$ cat config.mk
export PLATFORM = sky130hd
export DESIGN_NAME = stopwatch_ctrl
export DESIGN_NICKNAME = d
export VERILOG_FILES = /design/src/rtl/stopwatch_ctrl.sv
export SDC_FILE = /design/constraint.sdc
export NUM_CORES = 1
export LEC_CHECK = 0
export BUFFER_PORTS_ARGS = -buffer_cell sky130_fd_sc_hd__buf_2
export CORE_MARGIN = 5
export CORE_UTILIZATION = 40
export CTS_CLUSTER_DIAMETER = 80
export DETAILED_ROUTE_END_ITERATION = 16
export SETUP_SLACK_MARGIN = 0.15
export SLEW_MARGIN = 20
export SYNTH_ARGS = -nofsm -noshare
export SYNTH_HDL_FRONTEND = slang
export SYNTH_SLANG_ARGS = --single-unit
$ cat constraint.sdc
create_clock -name clk_50Mhz -period 4.8 [get_ports clk_50Mhz]
set_input_delay 0.72 -clock clk_50Mhz [delete_from_list [all_inputs] [get_ports clk_50Mhz]]
set_output_delay 0.72 -clock clk_50Mhz [all_outputs]
set_load 0.02 [all_outputs]
$ cat src/rtl/stopwatch_ctrl.sv
// Stopwatch control: debounces five push-buttons and sequences EN/load/preset and lap-freeze for the counter chain.
// Optional build macro STOP_AT_MAX_EN: pause with a one-cycle ovf pulse when the live count reaches 59:59.99.
module stopwatch_ctrl #(
    parameter int unsigned DEB_CYCLES = 500000,
    parameter int unsigned LOAD_HOLD  = 100000,
    parameter int unsigned CNT_W      = 20
) (
    input  logic        clk_50Mhz,
    input  logic        rst,
    input  logic        key_start,
    input  logic        key_pause,
    input  logic        key_load,
    input  logic        key_lap,
    input  logic        key_clear,
    input  logic [23:0] preset_in,
    input  logic [23:0] dispbuf_in,
    output logic        EN,
    output logic        load,
    output logic [23:0] preset,
    output logic [23:0] dispbuf_out,
    output logic [1:0]  state,
    output logic        lap_active,
    output logic        ovf
);

    typedef enum logic [1:0] {
        S_IDLE   = 2'b00,
        S_RUN    = 2'b01,
        S_PAUSED = 2'b10,
        S_LOAD   = 2'b11
    } state_t;

    localparam logic [CNT_W-1:0] DEB_LAST  = CNT_W'(DEB_CYCLES - 1);
    localparam logic [CNT_W-1:0] HOLD_LAST = CNT_W'(LOAD_HOLD - 1);

    // Key bit order: 0 start, 1 pause, 2 load, 3 lap, 4 clear
    logic [4:0] keys_raw;
    logic [4:0] press;

    assign keys_raw = {key_clear, key_lap, key_load, key_pause, key_start};

    for (genvar k = 0; k < 5; k++) begin : g_key
        logic             sync1_q;
        logic             sync2_q;
        logic             deb_q;
        logic             press_q;
        logic [CNT_W-1:0] cnt_q;

        // A level is accepted only after DEB_CYCLES consecutive differing samples; any bounce restarts the run.
        always_ff @(posedge clk_50Mhz or negedge rst) begin
            if (!rst) begin
                sync1_q <= 1'b0;
                sync2_q <= 1'b0;
                deb_q   <= 1'b0;
                press_q <= 1'b0;
                cnt_q   <= '0;
            end else begin
                sync1_q <= keys_raw[k];
                sync2_q <= sync1_q;
                press_q <= 1'b0;
                if (sync2_q == deb_q) begin
                    cnt_q <= '0;
                end else if (cnt_q == DEB_LAST) begin
                    cnt_q   <= '0;
                    deb_q   <= sync2_q;
                    press_q <= sync2_q;
                end else begin
                    cnt_q <= cnt_q + CNT_W'(1);
                end
            end
        end

        assign press[k] = press_q;
    end

    logic ev_start;
    logic ev_pause;
    logic ev_load;
    logic ev_lap;
    logic ev_clear;

    assign ev_clear = press[4];
    assign ev_load  = press[2] & ~press[4];
    assign ev_start = press[0] & ~press[2] & ~press[4];
    assign ev_pause = press[1] & ~press[0] & ~press[2] & ~press[4];
    assign ev_lap   = press[3] & ~press[0] & ~press[1] & ~press[2] & ~press[4];

    logic max_hit;

`ifdef STOP_AT_MAX_EN
    logic at_max;
    logic at_max_q;

    // Fire only on arrival at the maximum so a resume from PAUSED at 59:59.99 is allowed to wrap.
    assign at_max  = (dispbuf_in == 24'h595999);
    assign max_hit = at_max & ~at_max_q;

    always_ff @(posedge clk_50Mhz or negedge rst) begin
        if (!rst) begin
            at_max_q <= 1'b0;
        end else begin
            at_max_q <= at_max;
        end
    end
`else
    assign max_hit = 1'b0;
`endif

    state_t           state_q, state_d;
    logic [CNT_W-1:0] hold_q, hold_d;
    logic [23:0]      preset_q, preset_d;
    logic [23:0]      lap_q, lap_d;
    logic             lap_act_q, lap_act_d;
    logic             en_q, en_d;
    logic             load_q, load_d;
    logic             ovf_q, ovf_d;

    always_comb begin
        state_d   = state_q;
        hold_d    = hold_q;
        preset_d  = preset_q;
        lap_d     = lap_q;
        lap_act_d = lap_act_q;
        ovf_d     = 1'b0;

        case (state_q)
            S_IDLE, S_PAUSED: begin
                if (ev_clear) begin
                    state_d  = S_LOAD;
                    preset_d = '0;
                end else if (ev_load) begin
                    state_d  = S_LOAD;
                    preset_d = preset_in;
                end else if (ev_start) begin
                    state_d = S_RUN;
                end
            end
            S_RUN: begin
                if (ev_clear) begin
                    state_d  = S_LOAD;
                    preset_d = '0;
                end else if (ev_pause) begin
                    state_d = S_PAUSED;
                end else if (max_hit) begin
                    state_d = S_PAUSED;
                    ovf_d   = 1'b1;
                end
            end
            S_LOAD: begin
                if (hold_q == HOLD_LAST) begin
                    state_d = S_PAUSED;
                end else begin
                    hold_d = hold_q + CNT_W'(1);
                end
            end
            default: state_d = S_IDLE;
        endcase

        if (ev_lap && state_q != S_LOAD) begin
            if (lap_act_q) begin
                lap_act_d = 1'b0;
            end else if (state_q == S_RUN) begin
                lap_d     = dispbuf_in;
                lap_act_d = 1'b1;
            end
        end

        if (state_d == S_LOAD && state_q != S_LOAD) begin
            lap_act_d = 1'b0;
            hold_d    = '0;
        end

        // EN and load decode the next state so they toggle on the same edge as the state register.
        en_d   = (state_d == S_RUN);
        load_d = (state_d == S_LOAD);
    end

    always_ff @(posedge clk_50Mhz or negedge rst) begin
        if (!rst) begin
            state_q   <= S_IDLE;
            hold_q    <= '0;
            preset_q  <= '0;
            lap_q     <= '0;
            lap_act_q <= 1'b0;
            en_q      <= 1'b0;
            load_q    <= 1'b0;
            ovf_q     <= 1'b0;
        end else begin
            state_q   <= state_d;
            hold_q    <= hold_d;
            preset_q  <= preset_d;
            lap_q     <= lap_d;
            lap_act_q <= lap_act_d;
            en_q      <= en_d;
            load_q    <= load_d;
            ovf_q     <= ovf_d;
        end
    end

    assign state       = state_q;
    assign EN          = en_q;
    assign load        = load_q;
    assign preset      = preset_q;
    assign lap_active  = lap_act_q;
    assign ovf         = ovf_q;
    assign dispbuf_out = lap_act_q ? lap_q : dispbuf_in;

endmodule

Yosys cells after proc, flatten, opt, wreduce, memory -nomap -nowiden

Index checks and enable logic that the tools add are counted.

Register bits after elaboration: 193
Output and inout bits: 54

$add $sub $neg: 6
Equal/unequal tests: 20
Muxes and demuxes: 39
Bitwise gates (word level): 20
Reductions and logical operators: 15

Operators with widths:

| kind                    | count |
|---|---|
| $mux W20                | 13 |
| $add A20 B1 Y20 const B | 6 |
| $eq A20 B19 Y1 const B  | 5 |
| $mux W24                | 4 |
| $pmux W24 S2            | 1 |
| $eq A20 B17 Y1 const B  | 1 |
| $mux W1                 | 14 |
| $mux W2                 | 6 |
| $reduce_and A2 Y1       | 6 |
| $and A1 B1 Y1           | 10 |
| $not A1 Y1              | 10 |
| $eq A2 B2 Y1 const B    | 3 |
| $pmux W2 S3             | 1 |
| $reduce_and A3 Y1       | 2 |
| $reduce_bool A2 Y1      | 3 |
| $eq A1 B1 Y1            | 5 |
| $eq A2 B1 Y1 const B    | 2 |
| $ne A2 B2 Y1 const B    | 2 |
| $ne A3 B3 Y1 const B    | 1 |
| $logic_and A1 B1 Y1     | 2 |
| $logic_not A2 Y1        | 1 |
| $ne A2 B1 Y1 const B    | 1 |
| $reduce_or A2 Y1        | 1 |

Depth between registers and ports, before layout

Gate-level depths: netlist of the first run.

Depth in word-level cells: 11
Gate-level depth with buffers: 8
Depth with buffers taken out: 6

Worst setup path after synthesis of the first run

Ideal clock, no wire load.

Path type: register to output
From: register lap_act_q (netlist: lap_active)
To: output port dispbuf_out[10]
Arrival: 1556 ps
Data required time: 4080 ps
Path slack: 2524 ps
Cell stages (with the launch flop): 4
Buffers on the path: 2
Cell sequence: dfrtp_1 > clkbuf_1 > buf_1 > mux2_2

Word-level cells in the longest chain between the ends: 1

Ends and longest elaborated chain:

| item                   | line | source |
|---|---|---|
| start, declared        | 113  | `logic lap_act_q, lap_act_d;` |
| start signal, assigned | 193  | `lap_act_q <= lap_act_d;` |
| $mux W24               | 206  | `assign dispbuf_out = lap_act_q ? lap_q : dispbuf_in;` |
| end, declared          | 20   | `output logic [23:0] dispbuf_out,` |

No other way between the ends.

Worst setup path in the final report of the first run

From: register lap_act_q (netlist: lap_active)
To: output port dispbuf_out[16]

Same word-level chain as after synthesis.

==> results of run 1 <==
where the power goes:
part	switching (mW)	total (mW)	internal, mW
registers	0.0183	1.67	1.65
logic	0.0846	0.137	0.0521
clock network	0.667	1.36	0.693
total	0.770	3.16	2.39
sequential cells by signal (all words and copies together), names as in the netlist:
| name | cells |
|---|---|
| g_key.sync1_q | 5 |
| load | 1 |
| EN | 1 |
| preset | 24 |
| lap_q | 24 |
| g_key.sync2_q | 5 |
| g_key.press_q | 4 |
| hold_q | 20 |
| lap_active | 1 |
| ev_clear | 1 |
| g_key.cnt_q | 100 |
| g_key.deb_q | 5 |
| state | 2 |
layout make-up:
class                           instances  area (sq um)  area share
Sequential cell                       193          4830       0.471
Inverter                               14          52.6     0.00512
Timing Repair Buffer                  111           594      0.0579
Multi-Input combinational cell        614          3860       0.377
Clock buffer                           18           429      0.0418
Clock inverter                         14           139      0.0135
Tap cell                              280           350      0.0341
cells by family after synthesis:
| kind of cell | synth area share |
|---|---|
| xor gates and xnor gates | 0.0976 |
| AOI/OAI and AO/OA | 0.0237 |
| DFF | 0.544 |
| buffers and inverters | 0.0227 |
| other | 0.000422 |
| adders and majority gates | 0.00845 |
| and+or+nand+nor | 0.233 |
| muxes | 0.0699 |
layer usage:
| layer | part of all wire | wire, um |
|---|---|---|
| met5 | 0 | 0 |
| met4 | 0.014 | 246 |
| met3 | 0.041 | 701 |
| met2 | 0.45 | 7610 |
| met1 | 0.50 | 8410 |
worst max-delay path by stage:
stage          startpoint  cells after the start               to  slack, ns
5_1_grt        lap_active                      2  dispbuf_out[16]       2.23
3_3_place_gp   lap_active                      2        lap_q[15]       2.31
2_1_floorplan  lap_active                      3  dispbuf_out[10]       2.52
6_report       lap_active                      2  dispbuf_out[16]       2.32
3_5_place_dp   lap_active                      2        lap_q[14]       2.24
4_1_cts        lap_active                      2  dispbuf_out[16]       1.97
layout by cell type (no fill, tap or decap), drive strengths merged, types with 15 or more instances in the layout:
cell type	instances
and3	21
nor3	15
nand4	35
nand2	93
inv	23
mux2	53
xor2	68
nor2	130
nand3	69
buf	110
xnor2	31
clkbuf	19
dfrtp	193
per-stage QoR:
step	setup WS [ns]	power, mW
2_1_floorplan	2.52	1.76
5_1_grt	2.23	3.31
6_report	2.32	3.16
4_1_cts	1.97	3.21
3_5_place_dp	2.24	1.84
3_3_place_gp	2.31	1.84
critical path: cells and delay by family (launching register included):
kind	cells	cell delay, ns
DFF	1	0.75
muxes	1	0.40
buffers and inverters	1	0.16
==> summary.md, run 1 <==
| Metric | Value |
|---|---|
| Status | complete, no violations |
| Clock tree sinks | 193 |
| Number of flops mapped to enable cells by yosys | 0 |
| Clock transition at path regs | 0.07 ns |
| Syn Area/Cell | 10.4 sq um |
| Die Span X | 159 um |
| Fin. max-slew vios | 0 |
| Crit start category | flip-flop |
| Largest cells by area after synthesis | dfrtp_1 (54%), xor2_1 (6.7%), nor2_1 (5.1%) |
| CTS max path bufs | 2 |
| VDD IR max | 0.221 mV |
| Crit path cell chain | mux2_2, buf_2 |
| Final core utilization | 0.470 |
| CTS Buf Count | 17 |
| H-tree Lvls | 4 |
| CTS tree | yes |
| Final Skew | 0.0117 ns |
| Yosys reg bits | 193 |
| First-iteration detailed-routing DRC count | 431 |
| Setup tns final | 0 ns |
| Placed standard-cell area | 9650 sq um |
| Tightest Pin Transition | 1.04 ns |
| Max Clk Rate | 0.404 GHz |
| Initial Util | 0.407 |
| Design area | 10300 sq um |
| Postcts setup bufs | 0 |
| Asr flop ratio synth | 1.00 |
| Max incr delay on CP | 0.75 ns |
| Dominant cell type by area after synthesis | dfrtp_1 |
| Yosys top cell area share | 0.544 |
| DRC Markers | 0 |
| Worst endpoint data arrival time | 1.76 ns |
| Vias | 6244 |
| R2R depth | 4 |
| First-pass GRT wire length | 30000 um |
| Cells after DPL | 1211 |
| Number of global-route vias before repair | 6209 |
| Antenna violations before repair | 0 |
| Hold slack | 0.205 ns |
| Yosys synthesis warning count | 0 |
| Pin count of the biggest net entering global routing | 126 |
| Post-synth cell types | 53 |
| Final HPWL DP | 11400 um |
| Most frequent cell after synthesis | dfrtp_1 |
| Worst reg-to-reg setup slack | 2.50 ns |
| WP data required | 4.08 ns |
| CTS Root Cell | clkbuf_16 |
| Worst skew pair latency | 0.43 ns |
| Layout Cells excl Fill | 1244 |
| Unrepaired setup endpoints after global routing | false |
| # diodes | 0 |
| Cell count after synthesis | 850 |
| Area growth, synth to finish | 15.6% |
| DRT antenna net count | 0 |
| Main synth FF type | dfrtp_1 |
| FILL cells | 2044 |
| Busiest grt layer | met2 |
| Crit share post-route | 0.516 |
| Gr usage total | 0.138 |
| Total wire length | 17000 um |
| Reg2reg start | ev_clear |
| Met1 Track Usage GR | 0.190 |
| Worst path slowest cell | dfrtp_2 |
| Synthesized area | 8880 sq um |
| Pre-Repair DR Iteration Count | 4 |
| Layout Nets | 1012 |
| Commonest cells post-synth | dfrtp_1 (193), nor2_1 (120), nand2_1 (92) |
| Resized Gates After CTS | 0 |
| Drt wl/cell | 13.6 um |
| Max-Cap Viols | 0 |
| Die area | 25300 sq um |
| Power per cell area | 308 nW/um^2 |
| Die boundary height | 159 um |
| Ports | 109 |
| Grt total ovfl | 0 |
| CP max FO | 29 |
| Slew headroom | 0.308 |
| Gpl congestion | 0.761 |
| Nature of the critical path endpoint | output port |
| Setup violations, final | 0 |
| Fin. Hold Viols | 0 |
| Core Area | 21800 sq um |
| Final Critical Period | 2.48 ns |
| Port Buffers | 107 |
| End of the worst register-to-register path | lap_q[14] |
| Mapped Nets | 911 |
| GR Util met3 | 0.0355 |
| Register area share after synthesis | 0.544 |
| Lkg Pwr | 4.53 nW |
| Min-delay worst type | in -> async |
| Layout cells sized above 1 | 0.209 |
| Cts hold-fix bufs | 0 |
| Floorplan row count | 54 |
| CP Class | reg -> out |
| Vias per std cell | 5.02 |
| Met2 GRT Util | 0.216 |
Power figures use the tool's default switching activity.
==> run 2: changes to the inputs <==
==> constraint.sdc (replaced) <==
create_clock -name clk_50Mhz -period 2.4 [get_ports clk_50Mhz]
set_input_delay 0.36 -clock clk_50Mhz [delete_from_list [all_inputs] [get_ports clk_50Mhz]]
set_output_delay 0.36 -clock clk_50Mhz [all_outputs]
set_load 0.02 [all_outputs]
==> run 2 against run 1 <==
Compared with the run above: final cell count increased by 1.1%; die area unchanged; sequential share of layout area down 0.72 points; highest routed layer unchanged.
==> summary.md, run 2 (synthesis results as in run 1) <==
| Metric | Value |
|---|---|
| Status | complete, no violations (unchanged) |
| Die area | 25300 sq um (unchanged) |
| Most frequent cells in the layout | dfrtp_1 (193), nor2_1 (119), buf_2 (106) (was dfrtp_1 (192), nor2_1 (119), buf_2 (106)) |
| Hold slack | 0.0347 ns (was 0.205 ns) |
| Tightest Pin Transition | 0.615 ns (was 1.04 ns) |
| Unrepaired setup endpoints after global routing | false (unchanged) |
| CTS Root Cell | clkbuf_16 (unchanged) |
| DRT antenna net count | 0 (unchanged) |
| Worst skew pair latency | 0.44 ns (was 0.43 ns) |
| Placed standard-cell area | 9770 sq um (was 9650 sq um) |
| Floorplan row count | 54 (unchanged) |
| # diodes | 0 (unchanged) |
| Layout Cells excl Fill | 1258 (was 1244) |
| Commonest non-fill, non-tap cell in the layout | dfrtp_1 (unchanged) |
| Setup tns final | 0 ns (unchanged) |
| DRC Markers | 0 (unchanged) |
| Max-Cap Viols | 0 (unchanged) |
| Antenna violations before repair | 0 (unchanged) |
| Slew headroom | 0.586 (was 0.308) |
| Initial Util | 0.407 (unchanged) |
| Dpl ws | 0.430 ns (was 2.24 ns) |
| CTS tree | yes (unchanged) |
| Register name with the most flops | g_key.cnt_q (unchanged) |
| Max Clk Rate | 0.494 GHz |
| Core Area | 21800 sq um (unchanged) |
| Max FFs per register | 100 (unchanged) |
| Pin count of the biggest net entering global routing | 61 (was 126) |
| Power per cell area | 632 nW/um^2 (was 308 nW/um^2) |
| Layout Nets | 1026 (was 1012) |
| Final Critical Period | 2.02 ns |
| Gr usage total | 0.139 (was 0.138) |
| Final HPWL DP | 11800 um (was 11400 um) |
| Lkg Pwr | 4.63 nW (was 4.53 nW) |
| Fin. Hold Viols | 0 (unchanged) |
| Layout cells sized above 1 | 0.218 (was 0.209) |
| Vias per std cell | 4.99 (was 5.02) |
| Clock transition at path regs | 0.08 ns (was 0.07 ns) |
| Ports | 109 (unchanged) |
| H-tree Lvls | 4 (unchanged) |
| CP Class | reg -> out (unchanged) |
| Crit start category | flip-flop (unchanged) |
| Final Worst Setup Slack | 0.376 ns (was 2.32 ns) |
| Design area | 10400 sq um (was 10300 sq um) |
| Final Skew | 0.0229 ns (was 0.0117 ns) |
| Min-delay worst type | in -> reg (was in -> async) |
| CTS max path bufs | 2 (unchanged) |
| Fin. max-slew vios | 0 (unchanged) |
| Port Buffers | 107 (unchanged) |
| CP max FO | 28 (was 29) |
| Gpl congestion | 0.738 (was 0.761) |
| Clock tree sinks | 193 (unchanged) |
| Cells after DPL | 1225 (was 1211) |
| VDD IR max | 0.417 mV (was 0.221 mV) |
| Number of global-route vias before repair | 6200 (was 6209) |
| Nature of the critical path endpoint | output port (unchanged) |
| Max incr delay on CP | 0.39 ns (was 0.75 ns) |
| Worst path slowest cell | mux2_2 (was dfrtp_2) |
| Grt total ovfl | 0 (unchanged) |
| First-iteration detailed-routing DRC count | 338 (was 431) |
| WP data required | 2.04 ns (was 4.08 ns) |
| Final core utilization | 0.477 (was 0.470) |
| CTS Buf Count | 17 (unchanged) |
| Die boundary height | 159 um (unchanged) |
| Area growth, synth to finish | 17.3% (was 15.6%) |
| Total power | 6.59 mW (was 3.16 mW) |
| Crit path cell chain | buf_4, mux2_2, buf_2 (was mux2_2, buf_2) |
| Pre-Repair DR Iteration Count | 4 (unchanged) |
| Crit share post-route | 0.843 |
| Die Span X | 159 um (unchanged) |
| Worst endpoint data arrival time | 1.66 ns (was 1.76 ns) |
| Total wire length | 17300 um (was 17000 um) |
| Setup violations, final | 0 (unchanged) |
| Vias | 6276 (was 6244) |
| Drt wl/cell | 13.7 um (was 13.6 um) |
| First-pass GRT wire length | 30100 um (was 30000 um) |
==> run 2: cell types whose count changed in the layout (fill, tap and decap cells not counted), sizes merged <==
| cell | delta |
|---|---|
| buf | +13 |
| bufinv | +1 |
| inv | -1 |
| dlygate4sd3 | +1 |
| clkinv | +3 |
| clkbuf | -1 |
| clkinvlp | -2 |
==> run 2: path summary, 6_finish.rpt <==
kind	depth (start not counted)	slack, ns	startpoint	end
worst max-delay path	3	0.38	lap_active	dispbuf_out[16]
max in group asynchronous	3	1.18	rst	g_key[1].cnt_q[12]
worst min-delay path	1	0.03	key_load	g_key[2].sync1_q
min in group asynchronous	2	0.45	rst	g_key[1].cnt_q[1]
worst max register to register	6	0.42	hold_q[0]	hold_q[16]
worst min register to register	0	0.34	g_key[3].sync1_q	g_key[3].sync2_q
==> run 2: metal layers <==
metal | vias to the layer above | routed length (um) | track usage
met2 | 102 | 7700 | 0.215
met3 | 14 | 618 | 0.0313
met1 | 3017 | 8710 | 0.195
li1 | 3143 | - | -
met4 | 0 | 242 | 0.0434
met5 | - | 0 | 0
==> run 2: final cells by class <==
class | count | area [sq um]
Fill cell | 2043 | 11400
Sequential cell | 193 | 4830
Multi-Input combinational cell | 614 | 3850
Timing Repair Buffer | 125 | 694
Clock buffer | 17 | 425
Tap cell | 280 | 350
Clock inverter | 15 | 210
Inverter | 14 | 52.6
==> run 2: repair_timing <==
| action | in CTS | in global routing |
|---|---|---|
| hold buffers | 1 | 0 |
| gates resized for setup | 0 | 0 |
| setup buffers | 0 | 0 |
| endpoints found under the hold margin | 55 | 0 |
==> run 2: critical path: cells and delay by family (launching register included) <==
kind                   cells  cell delay [ns]
multiplexers               1             0.39
buffers and inverters      2             0.49
flip-flops                 1             0.34
==> run 2: where the power goes <==
part / internal, mW / switching [mW] / leakage (nW) / total, mW
Combinational: 0.108 / 0.171 / 1.84 / 0.279
Sequential: 3.30 / 0.0376 / 2.48 / 3.34
Clock: 1.53 / 1.44 / 0.309 / 2.97
Total: 4.94 / 1.65 / 4.63 / 6.59
